<file path="src/rtl/approx_adder_err_monitor.sv">
// Error monitor for an approximate adder: recomputes the exact sum and gathers per-window error
// statistics. Define SQ_ERR_EN to add the saturating sum-of-squared-error output sum_sq_err.
module approx_adder_err_monitor #(
  parameter int unsigned OP_W   = 6,
  parameter int unsigned SUM_W  = 8,
  parameter int unsigned WINDOW = 256,
  parameter int unsigned ACC_W  = 24,
  parameter int unsigned CNT_W  = $clog2(WINDOW + 1)
) (
  input  logic             clk,
  input  logic             rst,
  input  logic             start,
  input  logic             in_valid,
  output logic             in_ready,
  input  logic [OP_W-1:0]  in_a,
  input  logic [OP_W-1:0]  in_b,
  input  logic             in_cin,
  input  logic [SUM_W-1:0] in_approx,
  output logic             report_valid,
  input  logic             report_ready,
  output logic [CNT_W-1:0] sample_count,
  output logic [CNT_W-1:0] err_count,
  output logic [SUM_W-1:0] max_abs_err,
  output logic [ACC_W-1:0] sum_abs_err,
`ifdef SQ_ERR_EN
  output logic [ACC_W-1:0] sum_sq_err,
`endif
  output logic             sat
);

  localparam int unsigned DW   = SUM_W + 1;
  localparam int unsigned AW   = ((ACC_W > SUM_W) ? ACC_W : SUM_W) + 1;
  localparam int unsigned SQ_W = 2 * SUM_W;

  typedef enum logic [1:0] {StIdle, StRun, StDrain, StReport} state_e;

  state_e           state_q, state_d;
  logic [CNT_W-1:0] in_cnt_q, in_cnt_d;
  logic             drain_q, drain_d;
  logic             clear;
  logic             accept;

  assign in_ready     = (state_q == StRun);
  assign report_valid = (state_q == StReport);
  assign accept       = in_valid & in_ready;

  always_comb begin
    state_d  = state_q;
    in_cnt_d = in_cnt_q;
    drain_d  = drain_q;
    clear    = 1'b0;
    unique case (state_q)
      StIdle: begin
        if (start) begin
          state_d  = StRun;
          in_cnt_d = '0;
          clear    = 1'b1;
        end
      end
      StRun: begin
        if (accept) begin
          in_cnt_d = in_cnt_q + CNT_W'(1);
          if (in_cnt_q == CNT_W'(WINDOW - 1)) begin
            state_d = StDrain;
            drain_d = 1'b0;
          end
        end
      end
      StDrain: begin
        // Two cycles flush S1 and S2 so the report sees the last sample.
        drain_d = 1'b1;
        if (drain_q) state_d = StReport;
      end
      StReport: begin
        if (report_ready) state_d = StIdle;
      end
      default: state_d = StIdle;
    endcase
  end

  // Stage 1: exact sum and absolute error.
  logic [DW-1:0]    exact;
  logic [DW-1:0]    diff;
  logic [DW-1:0]    abs_wide;
  logic             s1_valid_q;
  logic [SUM_W-1:0] s1_err_q;

  always_comb begin
    exact    = DW'(in_a) + DW'(in_b) + DW'(in_cin);
    diff     = {1'b0, in_approx} - exact;
    abs_wide = diff[DW-1] ? (~diff + DW'(1)) : diff;
  end

  // Stage 2: accumulator next-state.
  logic [AW-1:0]    abs_sum;
  logic             abs_ovf;
  logic [CNT_W-1:0] sample_count_d, err_count_d;
  logic [SUM_W-1:0] max_abs_err_d;
  logic [ACC_W-1:0] sum_abs_err_d;
  logic             sat_d;

`ifdef SQ_ERR_EN
  localparam int unsigned QW = ((ACC_W > SQ_W) ? ACC_W : SQ_W) + 1;
  logic [SQ_W-1:0]  sq;
  logic [QW-1:0]    sq_sum;
  logic             sq_ovf;
  logic [ACC_W-1:0] sum_sq_err_d;

  always_comb begin
    sq           = SQ_W'(s1_err_q) * SQ_W'(s1_err_q);
    sq_sum       = QW'(sum_sq_err) + QW'(sq);
    sq_ovf       = |sq_sum[QW-1:ACC_W];
    sum_sq_err_d = sq_ovf ? '1 : sq_sum[ACC_W-1:0];
  end
`endif

  always_comb begin
    abs_sum        = AW'(sum_abs_err) + AW'(s1_err_q);
    abs_ovf        = |abs_sum[AW-1:ACC_W];
    sum_abs_err_d  = abs_ovf ? '1 : abs_sum[ACC_W-1:0];
    sample_count_d = sample_count + CNT_W'(1);
    err_count_d    = (s1_err_q != '0) ? err_count + CNT_W'(1) : err_count;
    max_abs_err_d  = (s1_err_q > max_abs_err) ? s1_err_q : max_abs_err;
    sat_d          = sat | abs_ovf;
`ifdef SQ_ERR_EN
    sat_d          = sat_d | sq_ovf;
`endif
  end

  always_ff @(posedge clk) begin
    if (rst) begin
      state_q      <= StIdle;
      in_cnt_q     <= '0;
      drain_q      <= 1'b0;
      s1_valid_q   <= 1'b0;
      s1_err_q     <= '0;
      sample_count <= '0;
      err_count    <= '0;
      max_abs_err  <= '0;
      sum_abs_err  <= '0;
`ifdef SQ_ERR_EN
      sum_sq_err   <= '0;
`endif
      sat          <= 1'b0;
    end else begin
      state_q    <= state_d;
      in_cnt_q   <= in_cnt_d;
      drain_q    <= drain_d;
      s1_valid_q <= accept;
      s1_err_q   <= abs_wide[SUM_W-1:0];
      if (clear) begin
        sample_count <= '0;
        err_count    <= '0;
        max_abs_err  <= '0;
        sum_abs_err  <= '0;
`ifdef SQ_ERR_EN
        sum_sq_err   <= '0;
`endif
        sat          <= 1'b0;
      end else if (s1_valid_q) begin
        sample_count <= sample_count_d;
        err_count    <= err_count_d;
        max_abs_err  <= max_abs_err_d;
        sum_abs_err  <= sum_abs_err_d;
`ifdef SQ_ERR_EN
        sum_sq_err   <= sum_sq_err_d;
`endif
        sat          <= sat_d;
      end
    end
  end

endmodule

</file>
<file path="config.mk">
export PLATFORM = sky130hd
export DESIGN_NAME = approx_adder_err_monitor
export DESIGN_NICKNAME = d
export VERILOG_FILES = /design/src/rtl/approx_adder_err_monitor.sv
export SDC_FILE = /design/constraint.sdc
export NUM_CORES = 1
export LEC_CHECK = 0
export CAP_MARGIN = 20
export CORE_ASPECT_RATIO = 0.5
export CORE_MARGIN = 5
export CORE_UTILIZATION = 31
export DETAILED_ROUTE_END_ITERATION = 16
export PLACE_DENSITY = 0.54
export RECOVER_POWER = 100
export SYNTH_ARGS = -nofsm -noshare
export SYNTH_HDL_FRONTEND = slang
export SYNTH_SLANG_ARGS = --single-unit
</file>
<file path="constraint.sdc">
create_clock -name clk -period 7.6 [get_ports clk]
set_input_delay 1.52 -clock clk [delete_from_list [all_inputs] [get_ports clk]]
set_output_delay 1.52 -clock clk [all_outputs]
set_load 0.05 [all_outputs]
</file>
==> results.yml, run 1 <==
floorplanning:
  coreArea_um2: 13600
  die_h_um: 93.7
  num_rows: 30
  die-area_um2: 16600
  start_util: 0.319
  die_w_um: 177
  io_pins: 79
placed_design:
  pre_cts_ws_ns: 2.55
  io_buffer_count: 78
  gp_congestion: 0.825
  dp_hpwl_mm: 7.22
  place_area_um2: 5330
sta:
  setup_viol: 0
  rsz0062_at_grt: "false"
  hold_viol_final: 0
  slew_headroom: -0.298
  clock_skew_ns: 0.00688
  tightest_slew_ns: 1.95
  period_share: 0.634
  slew_violations: 43
  fmax_mhz: 208
  period_minus_slack_ns: 4.82
  layout_setup_ws_ns: 2.78
  holdWs_ns: 0.471
  fin_tns_setup_ns: 0
critical_path:
  r2r_start: "s1_err_q[0]"
  r2r_cells: 9
  cp.arrival_ns: 5.08
  critPathSlowestCell: "dlygate4sd3_1"
  cpPeakStageDelay_ns: 0.54
  cp_cell_sequence: "dlygate4sd3_1 > ha_1 > fa_1 > fa_1 > inv_1 > fa_1 > a211oi_1 > nor2_1 > xor2_1 > or3b_2 > o31ai_1 > mux2i_1"
  rr_endpoint: "sum_abs_err[18]"
  worst-path-max-fanout: 3
  critPathRequiredTime_ns: 7.86
  crit_top_cell: "fa_1"
  crit_path_end_kind: "flip-flop"
  ff2ff_setup_slack_ns: 4.17
  cp-start-kind: "primary input"
  critical_path_class: "primary input to flip-flop"
pwr:
  internal_power_uw: 815
  peakVddDrop_mv: 0.109
  p_sw_uw: 442
  p_seq_frac: 0.352
  clkPwrFrac: 0.313
  p_total_uw: 1260
  combPwrFrac: 0.335
  switching_share: 0.352
  power.density_nw_per_um2: 224
  power.leakage_uw: 0.00229
yosys:
  ys.flop_type: "dfxtp_1"
  syn_nets: 583
  netlist_instances: 509
  synth_seq_cells: 72
  yosysWarnings: 0
  synthArstFlopShare: 0
  synth_edf_count: 0
  postSynthAreaPerCell_um2: 8.53
  synth_seq_area_share: 0.332
  synth_area_um2: 4340
  synth_cell_types: 50
detailed_routing:
  drtIter0Drc: 191
  vias: 3619
  drc_errors: 0
  ant_nets: 0
  drt_pass1_iterations: 4
  wl_per_cell_um: 12.1
  routed_wl_mm: 9.50
  vias_per_cell: 4.61
cts:
  cts.sinks: 72
  clock_latency_ns: 0.33
  cts-root-buf: "clkbuf_16"
  post_cts_resized: 0
  cts.clk_slew.worst_paths_ns: 0.06
  ctsHtreeMaxLevel: 3
  tritoncts: "done"
  cts_setup_buffers: 0
  holdBufCountCts: 0
  cts_made_buffers: 9
  clockBufferDepth: 2
outcome:
  status: "finished, violations left"
  violations: "capacitance limit, slew limit"
worst_hold_path:
  min_delay_path_depth: 2
  hold_path.startpoint: "sat"
  hold_class: "flip-flop to flip-flop"
  holdPathEnd: "sat"
final_layout:
  final_common_cell: "dfxtp_1"
  antenna_cells: 0
  final_cell_mix: "dfxtp_1 (72), dlygate4sd3_1 (56), inv_1 (51)"
  layout.nets: 662
  fin_area_um2: 5610
  area_growth_pct: 29.0
  drive_above_1_share: 0.0506
global_route:
  grt_overflow: 0
  track_usage: 0.119
  grt_pass1_vias: 3496
  grt_first_pass_wirelength_mm: 16.4
  antenna_found_initial: 0
  grt_max_degree: 43
run:
  cap_violations: 1
[power by group through the flow]
stage	logic [µW]	clock network [µW]	registers (µW)
after floorplan	312	0	456
after global placement	425	0	451
after detailed placement	429	0	451
after CTS	431	409	443
after global routing	486	429	449
final	421	394	442
[sequential cells by signal (all words and copies together) (netlist names)]
signal        cells
s1_err_q          8
s1_valid_q        1
sum_abs_err      24
state_q           2
in_cnt_q          9
sat               1
max_abs_err       8
drain_q           1
err_count         9
sample_count      9
[area by class of cell]
cell class	instances	area, µm²
fillers	1381	8020
multi-input cells	373	2650
clock buffers	11	253
well taps	192	240
flip-flops and latches	72	1440
clock inverters	5	31.3
repair buffers	81	796
inverters	51	191
[routing by layer]
metal | vias to the layer above | routed length (µm) | GRT usage
met1 | 1655 | 4800 | 0.159
met2 | 42 | 4250 | 0.193
met4 | 0 | 106 | 0.0328
met3 | 8 | 350 | 0.0298
li1 | 1914 | - | -
met5 | - | 0 | 0
[stage by stage]
stage	util	instances
6_report	0.411	785
3_5_place_dp	0.391	769
2_1_floorplan	-	509
5_1_grt	0.411	785
4_1_cts	0.412	785
3_3_place_gp	0.391	769
[worst max-delay path by stage]
stage	start	to	slack (ns)
global route	in_b[0]	s1_err_q[7]	2.52
floorplan	in_b[0]	s1_err_q[7]	3.18
global placement	in_b[0]	s1_err_q[7]	2.61
CTS	in_b[0]	s1_err_q[7]	2.90
finish	in_b[0]	s1_err_q[7]	2.78
detailed placement	in_b[0]	s1_err_q[7]	2.55
[worst max-delay path: cells and delay by family]
kind / cells / cell delay (ns)
muxes: 1 / 0.21
and+or+nand+nor: 2 / 0.57
AOI/OAI and AO/OA: 2 / 0.59
adders and majority gates: 4 / 1.40
buffers and inverters: 2 / 0.60
xor gates and xnor gates: 1 / 0.18
[cell families after synthesis]
| kind of cell | synth area share |
|---|---|
| compound gates | 0.149 |
| xor+xnor | 0.0726 |
| fa+ha+maj | 0.152 |
| buf+inv | 0.0576 |
| flops | 0.332 |
| mux | 0.0441 |
| simple gates | 0.192 |
[cell usage after synthesis, types with 9 or more instances]
cell type  instances  area [µm²]
a211oi_1           9        67.6
a21oi_1           50         250
and3_1            13        81.3
clkbuf_1          10        37.5
dfxtp_1           72        1440
ha_1              40         500
inv_1             51         191
mux2i_1           18         180
nand2_1           46         173
nand3_1           11        55.1
nand4_1           11        68.8
nor2_1            42         158
nor3_1             9        45.0
o21ai_0           22         110
xnor2_1           16         140
xor2_1            20         175
(Power assumes the default switching activity.)
==> run 2: changes to the inputs <==
--- a/config.mk
+++ b/config.mk
@@ -10,7 +10,7 @@
 export CORE_MARGIN = 5
 export CORE_UTILIZATION = 31
 export DETAILED_ROUTE_END_ITERATION = 16
-export PLACE_DENSITY = 0.54
+export PLACE_DENSITY = 0.56
 export RECOVER_POWER = 100
 export SYNTH_ARGS = -nofsm -noshare
 export SYNTH_HDL_FRONTEND = slang
==> constraint.sdc (replaced) <==
create_clock -name clk -period 4 [get_ports clk]
set_input_delay 0.8 -clock clk [delete_from_list [all_inputs] [get_ports clk]]
set_output_delay 0.8 -clock clk [all_outputs]
set_load 0.05 [all_outputs]
==> run 2 against run 1 <==
Effect of this change: the flow still finishes with violations (capacitance limit, slew limit); non-clock buffer count increased by 13; count of clock-buffer cells in the layout up 2; flip-flop and latch count unchanged; clock skew is 0.0024 ns higher; final area increased by 2.5%; core utilization up 1.0 points; critical path depth increased by 1; worst hold slack got worse by 0.0021 ns; largest power group is now combinational logic.
==> results.yml, run 2 (same netlist as run 1, synthesis figures left out) <==
outcome:
  status: "finished, violations left"
  violations: "capacitance limit, slew limit"
critical_path:
  crit_path_end_kind: "flip-flop"
  cp_cell_sequence: "clkdlybuf4s50_1 > ha_1 > fa_1 > fa_1 > inv_1 > fa_1 > buf_4 > xnor2_1 > and3_1 > or3b_1 > buf_4 > and3_1 > nor3_1"
  critPathRequiredTime_ns: 4.25
  worst-path-max-fanout: 2
  critPathSlowestCell: "fa_1"
  critical_path_class: "primary input to flip-flop"
  cp-start-kind: "primary input"
  critPathBufInv: 4
  crit_top_cell: "fa_1"
  cpPeakStageDelay_ns: 0.50
  cp.arrival_ns: 4.06
  cpLargestDelayFamily: "adder cells"
sta:
  period_minus_slack_ns: 3.81
  setup_viol: 0
  fmax_mhz: 262
  hold_viol_final: 0
  period_share: 0.953
  clock_skew_ns: 0.00924
  rsz0062_at_grt: "false"
  slew_headroom: -0.293
  tightest_slew_ns: 1.94
  slew_violations: 43
  holdWs_ns: 0.469
pwr:
  p_seq_frac: 0.328
  power.leakage_uw: 0.00236
  clkPwrFrac: 0.331
  switching_share: 0.332
  internal_power_uw: 1710
  p_sw_uw: 848
  peakVddDrop_mv: 0.200
  combPwrFrac: 0.340
  power.density_nw_per_um2: 445
placed_design:
  dp_hpwl_mm: 7.37
  place_area_um2: 5430
  gp_congestion: 0.770
  placedCellCount: 782
  io_buffer_count: 78
detailed_routing:
  vias: 3685
  drc_errors: 0
  ant_nets: 0
  routed_wl_mm: 9.58
  drtIter0Drc: 139
  drt_pass1_iterations: 4
  vias_per_cell: 4.62
  wl_per_cell_um: 12.0
final_layout:
  largest_register_ffs: 24
  fin_cells: 798
  final_cell_mix: "dfxtp_1 (72), dlygate4sd3_1 (55), inv_1 (51)"
  final_common_cell: "dfxtp_1"
  layout.nets: 675
  antenna_cells: 0
  fin_util: 0.422
  regMostFlops: "sum_abs_err"
  drive_above_1_share: 0.0644
  area_growth_pct: 32.2
  fin_area_um2: 5740
cts:
  cts-root-buf: "clkbuf_16"
  holdBufCountCts: 0
  clockBufferDepth: 2
  cts_made_buffers: 9
  post_cts_resized: 0
  clock_latency_ns: 0.33
  tritoncts: "done"
  cts.sinks: 72
  ctsHtreeMaxLevel: 3
  cts.clk_slew.worst_paths_ns: 0.05
  cts_setup_buffers: 0
global_route:
  grt_overflow: 0
  grt_first_pass_wirelength_mm: 16.7
  antenna_found_initial: 0
  grt_max_degree: 43
  grt_pass1_vias: 3524
  track_usage: 0.122
run:
  cap_violations: 1
floorplanning:
  num_rows: 30
  coreArea_um2: 13600
  die-area_um2: 16600
  die_h_um: 93.7
  die_w_um: 177
  io_pins: 79
  start_util: 0.319
worst_hold_path:
  hold_class: "flip-flop to flip-flop"
run 2: changes by cell type in the layout (fill, tap and decap cells not counted), moves of 2 or more:
cell	delta
bufinv_16	+2
clkinv_2	-2
buf_4	+11
clkbuf_1	+4
run 2: routing by layer:
layer / up-vias / wire length (µm) / track usage
met3: 9 / 341 / 0.0306
li1: 1948 / - / -
met2: 47 / 4330 / 0.198
met4: 0 / 106 / 0.0405
met5: - / 0 / 0
met1: 1681 / 4810 / 0.159
run 2: layout make-up:
cell class / count / area, µm²
Clock buffer: 13 / 250
Clock inverter: 3 / 65.1
Fill cell: 1375 / 7880
Inverter: 51 / 191
Multi-Input combinational cell: 373 / 2670
Sequential cell: 72 / 1440
Tap cell: 192 / 240
Timing Repair Buffer: 94 / 890
run 2: worst register-to-register path: stages (launching register included):
cell	delay [ns]
dfxtp_1	0.41
ha_1	0.20
inv_1	0.06
fa_1	0.37
nor2b_1	0.16
o21a_1	0.15
o21ai_1	0.15
a21oi_1	0.18
buf_4	0.21
nand4_2	0.49
a211oi_1	0.36
run 2: per-stage QoR:
step           TNS, ns  worst slack, ns  power [µW]
2_1_floorplan        0            0.300        1460
3_3_place_gp    -0.444           -0.191        1710
3_5_place_dp    -0.790           -0.301        1730
4_1_cts              0           0.0501        2590
5_1_grt              0           0.0559        2740
6_report             0            0.189        2550
run 2: power groups by stage:
stage | combinational [µW] | sequential [µW] | clock [µW]
after floorplan | 593 | 866 | 0
after CTS | 877 | 839 | 875
after global placement | 853 | 856 | 0
final | 869 | 838 | 846
after detailed placement | 871 | 855 | 0
after global routing | 986 | 851 | 901
run 2: final timing paths:
kind                                startpoint               to  slack, ns  cells after the start
worst min register to register  max_abs_err[1]   max_abs_err[1]       0.47                      2
worst max register to register     s1_err_q[0]  sum_abs_err[18]       1.15                     10
worst min-delay path            max_abs_err[1]   max_abs_err[1]       0.47                      2
worst max-delay path                   in_b[0]      s1_err_q[5]       0.19                     13
==> run 3: changes to the inputs <==
--- a/config.mk
+++ b/config.mk
@@ -5,12 +5,12 @@
 export SDC_FILE = /design/constraint.sdc
 export NUM_CORES = 1
 export LEC_CHECK = 0
+export ABC_CLOCK_PERIOD_IN_PS = 4000
 export CAP_MARGIN = 20
 export CORE_ASPECT_RATIO = 0.5
 export CORE_MARGIN = 5
 export CORE_UTILIZATION = 31
 export DETAILED_ROUTE_END_ITERATION = 16
-export PLACE_DENSITY = 0.56
 export RECOVER_POWER = 100
 export SYNTH_ARGS = -nofsm -noshare
 export SYNTH_HDL_FRONTEND = slang
==> run 3 against run 2 <==
Effect of this change: the flow now finishes without violations; sequential power rose by 1%; clock skew fell by 0.0033 ns; clock power rose by 3.0%; maximum frequency fell by 0.21%; die area did not move; count of clock-buffer cells in the layout fell by 3; critical endpoint unchanged; largest cell class unchanged.
==> results.yml, run 3 (same netlist as run 1, synthesis figures left out) <==
global_route:
  grt_overflow: 0
  grt_first_pass_wirelength_mm: 16.7
  track_usage: 0.123
  antenna_found_initial: 0
  grt_pass1_vias: 3490
  grt_max_degree: 43
critical_path:
  cpPeakStageDelay_ns: 0.50
  critical_path_class: "primary input to flip-flop"
  cp.arrival_ns: 4.08
  crit_path_end_kind: "flip-flop"
  crit_top_cell: "fa_1"
  critPathRequiredTime_ns: 4.26
  critPathSlowestCell: "fa_1"
  ff2ff_setup_slack_ns: 1.19
  cp_cell_sequence: "clkdlybuf4s50_1 > ha_1 > fa_1 > fa_1 > inv_1 > fa_1 > a211oi_2 > nor2_1 > xor2_1 > or3b_2 > clkbuf_4 > and3_1 > nor3_1"
  cp-start-kind: "primary input"
  worst-path-max-fanout: 2
placed_design:
  gp_congestion: 0.774
  placedCellCount: 781
  pre_cts_ws_ns: -0.291
  io_buffer_count: 78
  dp_hpwl_mm: 7.44
sta:
  layout_setup_ws_ns: 0.181
  setup_viol: 0
  hold_viol_final: 0
  period_share: 0.955
  fin_tns_setup_ns: 0
  period_minus_slack_ns: 3.82
  fmax_mhz: 262
  clock_skew_ns: 0.00598
  slew_headroom: 0.408
  rsz0062_at_grt: "false"
  tightest_slew_ns: 0.888
  slew_violations: 0
floorplanning:
  io_pins: 79
  die_h_um: 93.7
  num_rows: 30
  die-area_um2: 16600
  coreArea_um2: 13600
  die_w_um: 177
  start_util: 0.319
cts:
  tritoncts: "done"
  cts_made_buffers: 9
  cts-root-buf: "clkbuf_16"
  cts.clk_slew.worst_paths_ns: 0.06
  ctsHtreeMaxLevel: 3
  cts.sinks: 72
  clock_latency_ns: 0.34
  clockBufferDepth: 2
pwr:
  power.leakage_uw: 0.00236
  power.density_nw_per_um2: 447
  peakVddDrop_mv: 0.195
final_layout:
  fin_cells: 797
  final_cell_mix: "dfxtp_1 (72), dlygate4sd3_1 (55), inv_1 (51)"
  area_growth_pct: 32.2
  fin_util: 0.421
  regMostFlops: "sum_abs_err"
  layout.nets: 674
  antenna_cells: 0
  largest_register_ffs: 24
  final_common_cell: "dfxtp_1"
  drive_above_1_share: 0.0711
run:
  cap_violations: 0
detailed_routing:
  wl_per_cell_um: 12.3
  ant_nets: 0
  routed_wl_mm: 9.80
  drtIter0Drc: 178
  vias: 3730
  vias_per_cell: 4.68
  drc_errors: 0
  drt_pass1_iterations: 4
worst_hold_path:
  hold_class: "flip-flop to flip-flop"
outcome:
  status: "finished clean"
-- run 3: final cells by class --
type                    instances  area [µm²]
multi-input cells             373        2670
flip-flops and latches         72        1440
fillers                      1377        7880
inverters                      51         191
repair buffers                 93         883
clock inverters                 6        92.6
clock buffers                  10         229
well taps                     192         240
-- run 3: timing repair --
action	CTS	global route
setup buffers	0	0
gates resized for setup	0	3
hold buffers	0	0
setup endpoints to repair	0	2
-- run 3: power breakdown --
part           internal [µW]  leakage [µW]  switching [µW]
Sequential               774      0.000583            71.7
Combinational            368       0.00163             484
Clock                    549      0.000149             322
Total                   1690       0.00236             878
-- run 3: final timing paths --
check / start / endpoint / cells past startpoint
hold / removal: max_abs_err[4] / max_abs_err[4] / 2
setup reg to reg: s1_err_q[0] / sum_abs_err[18] / 10
setup / recovery: in_b[0] / s1_err_q[5] / 13
hold reg to reg: max_abs_err[4] / max_abs_err[4] / 2
-- run 3: metrics by stage --
step	hold WS, ns	total power, µW	cell area [µm²]
floorplan	0.459	1460	4340
global placement	0.465	1710	5420
detailed placement	0.472	1720	5420
CTS	0.480	2600	5740
global route	0.504	2760	5740
finish	0.471	2570	5740
-- run 3: worst max-delay path: cells and delay by family --
kind,cells,cell delay (ns)
AO/OA/AOI/OAI,1,0.23
adder cells (fa/ha/maj),4,1.40
buffers and inverters,3,0.62
XOR/XNOR,1,0.16
AND/OR/NAND/NOR,4,0.87
-- run 3: metal layers --
layer | up-vias | GRT usage | share of wire
li1 | 1938 | - | -
met1 | 1729 | 0.161 | 0.50
met2 | 56 | 0.198 | 0.45
met3 | 7 | 0.0390 | 0.043
met4 | 0 | 0.0309 | 0.0099
met5 | - | 0 | 0
